<file path="config.mk">
export PLATFORM = sky130hd
export DESIGN_NAME = mig_app_arbiter
export DESIGN_NICKNAME = d
export VERILOG_FILES = /design/src/rtl/mig_app_pkg.sv /design/src/rtl/mig_tag_fifo.sv /design/src/rtl/mig_app_arbiter.sv
export SDC_FILE = /design/constraint.sdc
export NUM_CORES = 1
export LEC_CHECK = 0
export ABC_AREA = 1
export BUFFER_PORTS_ARGS = -buffer_cell sky130_fd_sc_hd__buf_4
export CORE_AREA = 2 2 538 540
export CTS_CLUSTER_SIZE = 28
export DETAILED_ROUTE_END_ITERATION = 6
export DIE_AREA = 0 0 540 542
export GPL_ROUTABILITY_DRIVEN = 0
export PLACE_DENSITY_LB_ADDON = 0.05
export SETUP_SLACK_MARGIN = 0.5
export SYNTH_ARGS = -nofsm -noshare
export SYNTH_HDL_FRONTEND = slang
export SYNTH_SLANG_ARGS = --single-unit
</file>
<file path="constraint.sdc">
create_clock -name ui_clk -period 6.49 [get_ports ui_clk]
set_input_delay 0 -clock ui_clk [delete_from_list [all_inputs] [get_ports ui_clk]]
set_output_delay 0 -clock ui_clk [all_outputs]
set_load 0.02 [all_outputs]
</file>
<file path="src/rtl/mig_app_pkg.sv">
// Shared definitions for the MIG app-port arbiter: command codes, FSM states and default widths.
package mig_app_pkg;

    localparam int ADDR_W_DEF    = 29;
    localparam int DATA_W_DEF    = 256;
    localparam int TAG_DEPTH_DEF = 16;

    localparam logic [2:0] CMD_WRITE = 3'b000;
    localparam logic [2:0] CMD_READ  = 3'b001;

    typedef enum logic [1:0] {
        S_CALIB = 2'd0,
        S_IDLE  = 2'd1,
        S_ISSUE = 2'd2
    } state_t;

endpackage

</file>
<file path="src/rtl/mig_tag_fifo.sv">
// In-order FIFO of 1-bit client ids for outstanding reads; DEPTH must be a power of 2.
module mig_tag_fifo #(
    parameter int DEPTH = 16
) (
    input  logic                     ui_clk,
    input  logic                     sys_rst,
    input  logic                     push,
    input  logic                     push_data,
    input  logic                     pop,
    output logic                     pop_data,
    output logic [$clog2(DEPTH):0]   count,
    output logic                     full,
    output logic                     empty
);

    localparam int PW = $clog2(DEPTH);

    logic          mem [DEPTH];
    logic [PW-1:0] wr_ptr;
    logic [PW-1:0] rd_ptr;
    logic          do_push;
    logic          do_pop;

    assign do_push  = push & ~full;
    assign do_pop   = pop & ~empty;
    assign full     = (count == (PW+1)'(DEPTH));
    assign empty    = (count == '0);
    assign pop_data = mem[rd_ptr];

    // NOTE: storage is deliberately not reset; count/empty gate every read of it.
    always_ff @(posedge ui_clk) begin
        if (do_push) mem[wr_ptr] <= push_data;
    end

    // NOTE: sequential state uses non-blocking assignments so all registers update together.
    always_ff @(posedge ui_clk or negedge sys_rst) begin
        if (!sys_rst) begin
            wr_ptr <= '0;
            rd_ptr <= '0;
            count  <= '0;
        end else begin
            if (do_push) wr_ptr <= wr_ptr + 1'b1;
            if (do_pop)  rd_ptr <= rd_ptr + 1'b1;
            case ({do_push, do_pop})
                2'b10:   count <= count + 1'b1;
                2'b01:   count <= count - 1'b1;
                default: count <= count;
            endcase
        end
    end

endmodule

</file>
<file path="src/rtl/mig_app_arbiter.sv">
// Round-robin sharing of the MIG 7-series app_* port between two clients, with in-order read return.
module mig_app_arbiter
    import mig_app_pkg::*;
#(
    parameter int ADDR_W    = ADDR_W_DEF,
    parameter int DATA_W    = DATA_W_DEF,
    parameter int TAG_DEPTH = TAG_DEPTH_DEF
) (
    input  logic                         ui_clk,
    input  logic                         sys_rst,
    input  logic                         init_calib_complete,
    input  logic                         c0_valid,
    output logic                         c0_ready,
    input  logic                         c0_wr,
    input  logic [ADDR_W-1:0]            c0_addr,
    input  logic [DATA_W-1:0]            c0_wdata,
    output logic                         c0_rd_valid,
    input  logic                         c1_valid,
    output logic                         c1_ready,
    input  logic                         c1_wr,
    input  logic [ADDR_W-1:0]            c1_addr,
    input  logic [DATA_W-1:0]            c1_wdata,
    output logic                         c1_rd_valid,
    output logic [DATA_W-1:0]            rd_data,
    output logic                         app_en,
    output logic [2:0]                   app_cmd,
    output logic [ADDR_W-1:0]            app_addr,
    output logic                         app_wdf_wren,
    output logic                         app_wdf_end,
    output logic [DATA_W-1:0]            app_wdf_data,
    input  logic                         app_rdy,
    input  logic                         app_wdf_rdy,
    input  logic [DATA_W-1:0]            app_rd_data,
    input  logic                         app_rd_data_valid,
    output logic [$clog2(TAG_DEPTH):0]   rd_outstanding,
    output logic                         err_unexp_rd
);

    localparam logic [ADDR_W-1:0] BURST_MASK = {{(ADDR_W-3){1'b1}}, 3'b000};

    state_t              state;
    state_t              state_next;
    logic                last_grant;
    logic                cmd_wr;
    logic                cmd_client;
    logic [ADDR_W-1:0]   cmd_addr;
    logic [DATA_W-1:0]   cmd_wdata;
    logic                elig0, elig1, grant0, grant1;
    logic                handshake, issue_accept, rd_pop;
    logic                tag_full, tag_empty, tag_head;

    // A read may only be granted while the registered tag count has room.
    always_comb begin
        elig0  = c0_valid & (c0_wr | ~tag_full);
        elig1  = c1_valid & (c1_wr | ~tag_full);
        grant0 = elig0 & (~elig1 | last_grant);
        grant1 = elig1 & (~elig0 | ~last_grant);
    end

    assign handshake    = c0_ready | c1_ready;
    assign issue_accept = (state == S_ISSUE) & app_rdy & (~cmd_wr | app_wdf_rdy);
    assign rd_pop       = app_rd_data_valid & ~tag_empty;

    // NOTE: every output gets a default first so no path through the case infers a latch.
    always_comb begin
        state_next   = state;
        c0_ready     = 1'b0;
        c1_ready     = 1'b0;
        app_en       = 1'b0;
        app_wdf_wren = 1'b0;
        app_cmd      = CMD_WRITE;
        case (state)
            S_CALIB: if (init_calib_complete) state_next = S_IDLE;
            S_IDLE: begin
                if (!init_calib_complete) begin
                    state_next = S_CALIB;
                end else begin
                    c0_ready = grant0;
                    c1_ready = grant1;
                    if (grant0 | grant1) state_next = S_ISSUE;
                end
            end
            S_ISSUE: begin
                app_en       = 1'b1;
                app_wdf_wren = cmd_wr;
                app_cmd      = cmd_wr ? CMD_WRITE : CMD_READ;
                if (issue_accept) state_next = S_IDLE;
            end
            default: state_next = S_CALIB;
        endcase
    end

    assign app_wdf_end  = app_wdf_wren;
    assign app_addr     = cmd_addr;
    assign app_wdf_data = cmd_wdata;

    // last_grant resets to client 1 so client 0 is preferred first.
    always_ff @(posedge ui_clk or negedge sys_rst) begin
        if (!sys_rst) begin
            state      <= S_CALIB;
            last_grant <= 1'b1;
            cmd_wr     <= 1'b0;
            cmd_client <= 1'b0;
            cmd_addr   <= '0;
            cmd_wdata  <= '0;
        end else begin
            state <= state_next;
            if (handshake) begin
                last_grant <= c1_ready;
                cmd_client <= c1_ready;
                cmd_wr     <= c1_ready ? c1_wr : c0_wr;
                cmd_addr   <= (c1_ready ? c1_addr : c0_addr) & BURST_MASK;
                cmd_wdata  <= c1_ready ? c1_wdata : c0_wdata;
            end
        end
    end

    always_ff @(posedge ui_clk or negedge sys_rst) begin
        if (!sys_rst) begin
            c0_rd_valid  <= 1'b0;
            c1_rd_valid  <= 1'b0;
            rd_data      <= '0;
            err_unexp_rd <= 1'b0;
        end else begin
            c0_rd_valid <= rd_pop & ~tag_head;
            c1_rd_valid <= rd_pop & tag_head;
            if (rd_pop) rd_data <= app_rd_data;
            if (app_rd_data_valid & tag_empty) err_unexp_rd <= 1'b1;
        end
    end

    mig_tag_fifo #(
        .DEPTH (TAG_DEPTH)
    ) u_tag_fifo (
        .ui_clk    (ui_clk),
        .sys_rst   (sys_rst),
        .push      (issue_accept & ~cmd_wr),
        .push_data (cmd_client),
        .pop       (app_rd_data_valid),
        .pop_data  (tag_head),
        .count     (rd_outstanding),
        .full      (tag_full),
        .empty     (tag_empty)
    );

endmodule

</file>
# Word level (Yosys, flattened, before mapping)
# Memories as Yosys holds them, arrays and structs flattened.
# Index checks and enable logic that the tools add are counted.
# classes
add_sub_neg,4
n_eq_ne,8
n_mux,19
bitwise,26
n_reduce_logical,4
# ops
operator,count
$mux 256,1
$mux 29,1
$and 1x1->1,12
$mux 1,11
$pmux 5 s2,1
$add 4x1->4 const B,2
$mux 2,4
$not 1->1,7
$or 1x1->1,7
$pmux 2 s3,1
$add 5x1->5 const B,1
$eq 5x5->1 const B,1
$logic_not 5->1,1
$sub 5x1->5 const B,1
$eq 2x1->1 const B,2
$eq 2x2->1 const B,2
$ne 2x2->1 const B,2
$ne 3x3->1 const B,1
$reduce_and 3->1,1
$logic_not 2->1,1
$reduce_bool 2->1,1
# word_totals
ff_bits,559
ramBits,16
input_bits,836
output_inout_bits,557
wordCells,75
mem_count,1
# memory_table
name,words,word_bits,read_ports,rd_ports_with_merged_regs,write_ports,line_no,rtl
u_tag_fifo.mem,16,1,1,0,1,mig_tag_fifo.sv:18,logic mem [DEPTH];

# Logic depth before layout (Yosys ltp)
# depth
word_depth,11
ltp_mapped,18
mapped_depth_nobuf,16

# Cells and area by module
# From an unflattened synthesis, not the netlist that was laid out.
# hier_totals
hier_cells,3199
hier_area_um2,27487.6
# modules_own_cells
module,instances,cells_per_inst,area_per_inst_um2,seq_area_each_um2
mig_app_arbiter,1,3010,25841.0,13664.4
mig_tag_fifo,1,189,1646.6,805.8

# Worst setup path before layout
# No wires, ideal clock.
# synth_path
path_type,register to register
start,reg u_tag_fifo.count[1]
end,reg u_tag_fifo.count[4]
setup_ns,0.117
arrival_ns,2.529
t_required_ns,6.373
path_slack_ns,3.845
path_stages_with_launch,18
path_buffers,2
synth_period_minus_slack_ns,2.645
cell_sequence,dfrtp_1 -> nor4_2 -> nand2_1 -> nand2_1 -> inv_2 -> clkbuf_1 -> ha_1 -> clkbuf_1 -> xor2_1 -> ha_1 -> a21oi_1 -> nor2_1 -> nand2_1 -> nand2_1 -> nand2_1 -> nand2_1 -> nand2_1 -> nand2_1
# synth_between
elab_chain_cells,5
word_cells_on_any_way,12
classes_between,2 x add/sub; 3 x eq/ne; 1 x mux; 4 x bitwise; 2 x reduce/logical
# synth_rtl
item,line_no,rtl
start: declaration,mig_tag_fifo.sv:11,"output logic [$clog2(DEPTH):0] count,"
start signal: assignment,mig_tag_fifo.sv:45,2'b10: count <= count + 1'b1;
start signal: assignment,mig_tag_fifo.sv:46,2'b01: count <= count - 1'b1;
start signal: assignment,mig_tag_fifo.sv:47,default: count <= count;
$logic_not 5->1 (*),mig_tag_fifo.sv:27,assign empty = (count == '0);
$not 1->1 (*),--,
$and 1x1->1 (*),--,
net rd_pop,mig_app_arbiter.sv:49,"logic handshake, issue_accept, rd_pop;"
$eq 2x1->1 or $eq 2x2->1 (tied branches),mig_tag_fifo.sv:44,"case ({do_push, do_pop})"
$pmux 5 s2 or $reduce_bool 2->1 (tied branches),--,
# The timed path passes the listed nets; every way through them passes the cells marked *.
# A chain may end at the register's enable or synchronous reset.

# Worst setup path in the final report
# layout_path
start,reg u_tag_fifo.count[1]
end,"reg cmd_wdata[98], in the netlist app_wdf_data[98]"
# layout_between
elab_chain_cells,10
word_cells_on_any_way,18
classes_between,1 x eq/ne; 5 x mux; 12 x bitwise
# layout_rtl
item,line_no,rtl
$eq 5x5->1 (*),mig_tag_fifo.sv:26,assign full = (count == (PW+1)'(DEPTH));
$not 1->1 (*),"mig_app_arbiter.sv:54, mig_app_arbiter.sv:55",
"$or 1x1->1, on equally long branches","mig_app_arbiter.sv:54, mig_app_arbiter.sv:55",
"$and 1x1->1, on equally long branches","mig_app_arbiter.sv:54, mig_app_arbiter.sv:55",
"$not 1->1, on equally long branches","mig_app_arbiter.sv:57, mig_app_arbiter.sv:56",
"$or 1x1->1, on equally long branches","mig_app_arbiter.sv:57, mig_app_arbiter.sv:56",
"$and 1x1->1, on equally long branches","mig_app_arbiter.sv:57, mig_app_arbiter.sv:56",
$mux 1,mig_app_arbiter.sv:75,if (!init_calib_complete) begin
$mux 1,mig_app_arbiter.sv:72,case (state)
$mux 256 or $or 1x1->1 (tied branches),"mig_app_arbiter.sv:113, mig_app_arbiter.sv:60",
end signal: assignment,mig_app_arbiter.sv:113,cmd_wdata <= c1_ready ? c1_wdata : c0_wdata;
end: declaration,mig_app_arbiter.sv:47,logic [DATA_W-1:0] cmd_wdata;
# Every way passes the cells marked *; elsewhere a longest branch is shown, timed or not.

==> flow_summary.toml <==
[status]
status = "completed"

[sta]
fmax_ghz = 0.2493
fin_skew_ns = 0.05559
setup_viol = 0
max_slew.worst_pin.slew_ns = 1.103
period_needed_ns = 4.012
max_slew_margin = 0.2644
hold_violations = 0
fin_crit_sh = 0.6182
finalMaxSlewViolations = 0
fin_setup_tns_ns = 0
rsz0062_at_grt = "false"
setup_slack_ns = 2.478

[finish]
stdcell_count = 10210
syn_to_final_growth_pct = 121.8
fillCellCount = 32470
multiInputGateArea_mm2 = 0.01050
stdcell_area_mm2 = 0.06048
drive_above_1_share = 0.2466
fin_nets = 7160
seq_area_mm2 = 0.01447

[placed_design]
hpwl_um = 148700
placed_area_mm2 = 0.04176
port_buffers = 1381
place_ws_ns = 2.604
dp_cells = 8444

[clock_tree]
clock_latency_ns = 0.84
root_buffer = "clkbuf_16"
clock_path_buffers = 4
clock-sinks = 575
cts.htree.levels = 3
cts_tree = "done"
cts_made_buffers = 98
clk_pin_slew_ns = 0.06

[synthesis]
synth_top_cell_by_area = "dfrtp_1"
yosys_warnings = 0
ys_types = 29
synth.top_cell.area_share = 0.5121
synth_area_mm2 = 0.02727
synth_area_leaders = "dfrtp_1 (51%), nand2_1 (15%), nor2_1 (8.0%)"
ys_seq_elements = 575
synth_seq_area_share = 0.5307
syn_inst = 3455
avgSynthCellArea_um2 = 7.893

[flow_run]
drv_cap = 0

[power_and_ir_drop]
power.leakage_nw = 28.85
p_per_area_mw_per_mm2 = 350.4
peakVddDrop_mv = 0.1998

[die]
row_count = 197
dieArea_mm2 = 0.2927
num_io_pins = 1393
start_util = 0.09504
die_x_um = 540
core_region_area_mm2 = 0.2869
fp.dieH_um = 542

[worst_setup_path]
cpLargestDelayFamily = "simple AND/OR/NAND/NOR gates"
endpoint_kind = "flop"
path_class = "flop to flop"
critPathRequiredTime_ns = 7.22
cp-start-kind = "flop"
slowest_stage = "buf_4"
cp_max_fo = 76
arrival_ns = 4.74
cpPeakStageDelay_ns = 0.65
worstPathCellList = "nor2_1, nand4_1, nand3_4, inv_2, nand2_8, buf_4, nor2_1, nor2_1, dlygate4sd3_1"
rrSetupSlack_ns = 2.48
cpMostUsedCell = "nor2_1"
crit_buf_inv = 3

[route]
ant_nets = 0
vias = 34000
viasPerCell = 3.331
initialDrtViolationCount = 1221
drc = 0
drt_pass1_iterations = 5
wl_per_cell_um = 19.98
wl_um = 204000

[global_routing]
grt_pass1_wl_um = 283100
track_usage = 0.1348
globalRouteOverflowTotal = 0
grt_pass1_vias = 36440
grt_max_degree = 134
antenna_found_initial = 105

[worst_hold_path]
holdCritPathClass = "primary input to flop"
==> worst paths after layout <==
path	startpoint	endpoint	depth (start not counted)
max	u_tag_fifo.count[1]$_DFFE_PN0P_	app_wdf_data[98]$_DFFE_PN0P_	9
min	app_rd_data[78]	rd_data[78]$_DFFE_PN0P_	4
max reg2reg	u_tag_fifo.count[1]$_DFFE_PN0P_	app_wdf_data[98]$_DFFE_PN0P_	9
min reg2reg	err_unexp_rd$_DFFE_PN0P_	err_unexp_rd$_DFFE_PN0P_	1
max in group asynchronous	sys_rst	rd_data[227]$_DFFE_PN0P_	5
min in group asynchronous	sys_rst	rd_data[119]$_DFFE_PN0P_	4
==> layer usage <==
metal | GRT usage | vias to the layer above | part of all wire
li1 | - | 16430 | -
met1 | 0.1532 | 16080 | 0.40
met2 | 0.2275 | 1131 | 0.47
met3 | 0.05854 | 302 | 0.096
met4 | 0.03892 | 64 | 0.030
met5 | 0 | - | 0.0019
==> final cells by class <==
| type | count | share of cell area |
|---|---|---|
| antenna | 40 | 0.001655 |
| clock buffer | 145 | 0.04663 |
| clock inverter | 25 | 0.003848 |
| inverter | 313 | 0.01955 |
| multi-input combinational | 2349 | 0.1736 |
| sequential | 575 | 0.2393 |
| tap | 3781 | 0.07823 |
| timing repair buffer | 2979 | 0.4372 |
==> Yosys cell counts <==
cell         n
a21oi_1      2
a31o_2       1
buf_1        1
buf_2      170
buf_4       24
buf_6        8
clkbuf_1    19
conb_1       1
dfrtp_1    558
dfstp_2      1
edfxtp_1    16
ha_1         8
inv_1      310
inv_2        3
nand2_1   1121
nand2_2      1
nand3_1    304
nand3_2      1
nand3b_1   283
nand4_1      2
nor2_1     582
nor2_2       1
nor3_1      16
nor4_2       1
o21ai_0     11
o22ai_1      1
o31ai_1      1
xnor2_1      4
xor2_1       4
==> flip-flops by register name, summed over array words and instances, names as in the netlist, 2 cells and up <==
register and flops:
app_addr 26, app_wdf_data 256, rd_data 256, state 2, u_tag_fifo.count 5, u_tag_fifo.mem 16, u_tag_fifo.rd_ptr 4, u_tag_fifo.wr_ptr 4
==> cells in the final DEF, fill, tap and decap left out, types with 40 or more instances in the layout <==
master / n
dlygate4sd3_1: 1552
buf_4: 1412
nand2_1: 1120
nor2_1: 582
dfrtp_1: 558
inv_1: 310
nand3_1: 302
nand3b_1: 283
clkbuf_16: 99
diode_2: 40
==> kinds of logic after synthesis <==
group | Yosys count | synth area share
and+or+nand+nor | 2312 | 0.3728
DFF | 575 | 0.5307
other | 1 | 0.0001375
xor gates and xnor gates | 8 | 0.002569
buffers and inverters | 535 | 0.08695
AOI/OAI and AO/OA | 16 | 0.003212
adders and majority gates | 8 | 0.003671
==> where the power goes <==
group | total [W] | switching [W] | internal, W
Combinational | 0.0102 | 0.00548 | 0.00475
Clock | 0.00528 | 0.00218 | 0.00310
Sequential | 0.00568 | 0.000816 | 0.00486
Total | 0.0212 | 0.00848 | 0.0127
==> through the flow <==
stage                       util  hold WS [ns]  total power, W
after floorplan                -       -0.2956        0.009636
after global placement    0.1456       0.03380         0.01423
after detailed placement  0.1456       0.03125         0.01414
after CTS                 0.2104     0.0004210         0.02178
after global routing      0.2106       0.01341         0.02270
final                     0.2108       0.05092         0.02119
==> tightest hold or removal path, cell delays in order <==
cell and delay [ns]:
dlygate4sd3_1 0.58, buf_4 0.13, nand2_1 0.04, nand2_1 0.05
==> repair_timing <==
| item | CTS | global route |
|---|---|---|
| gates resized for setup | 0 | 0 |
| buffers inserted | 0 | 0 |
| endpoints found under the hold margin | 764 | 0 |
| hold buffers | 1553 | 0 |
(Power assumes the default switching activity.)
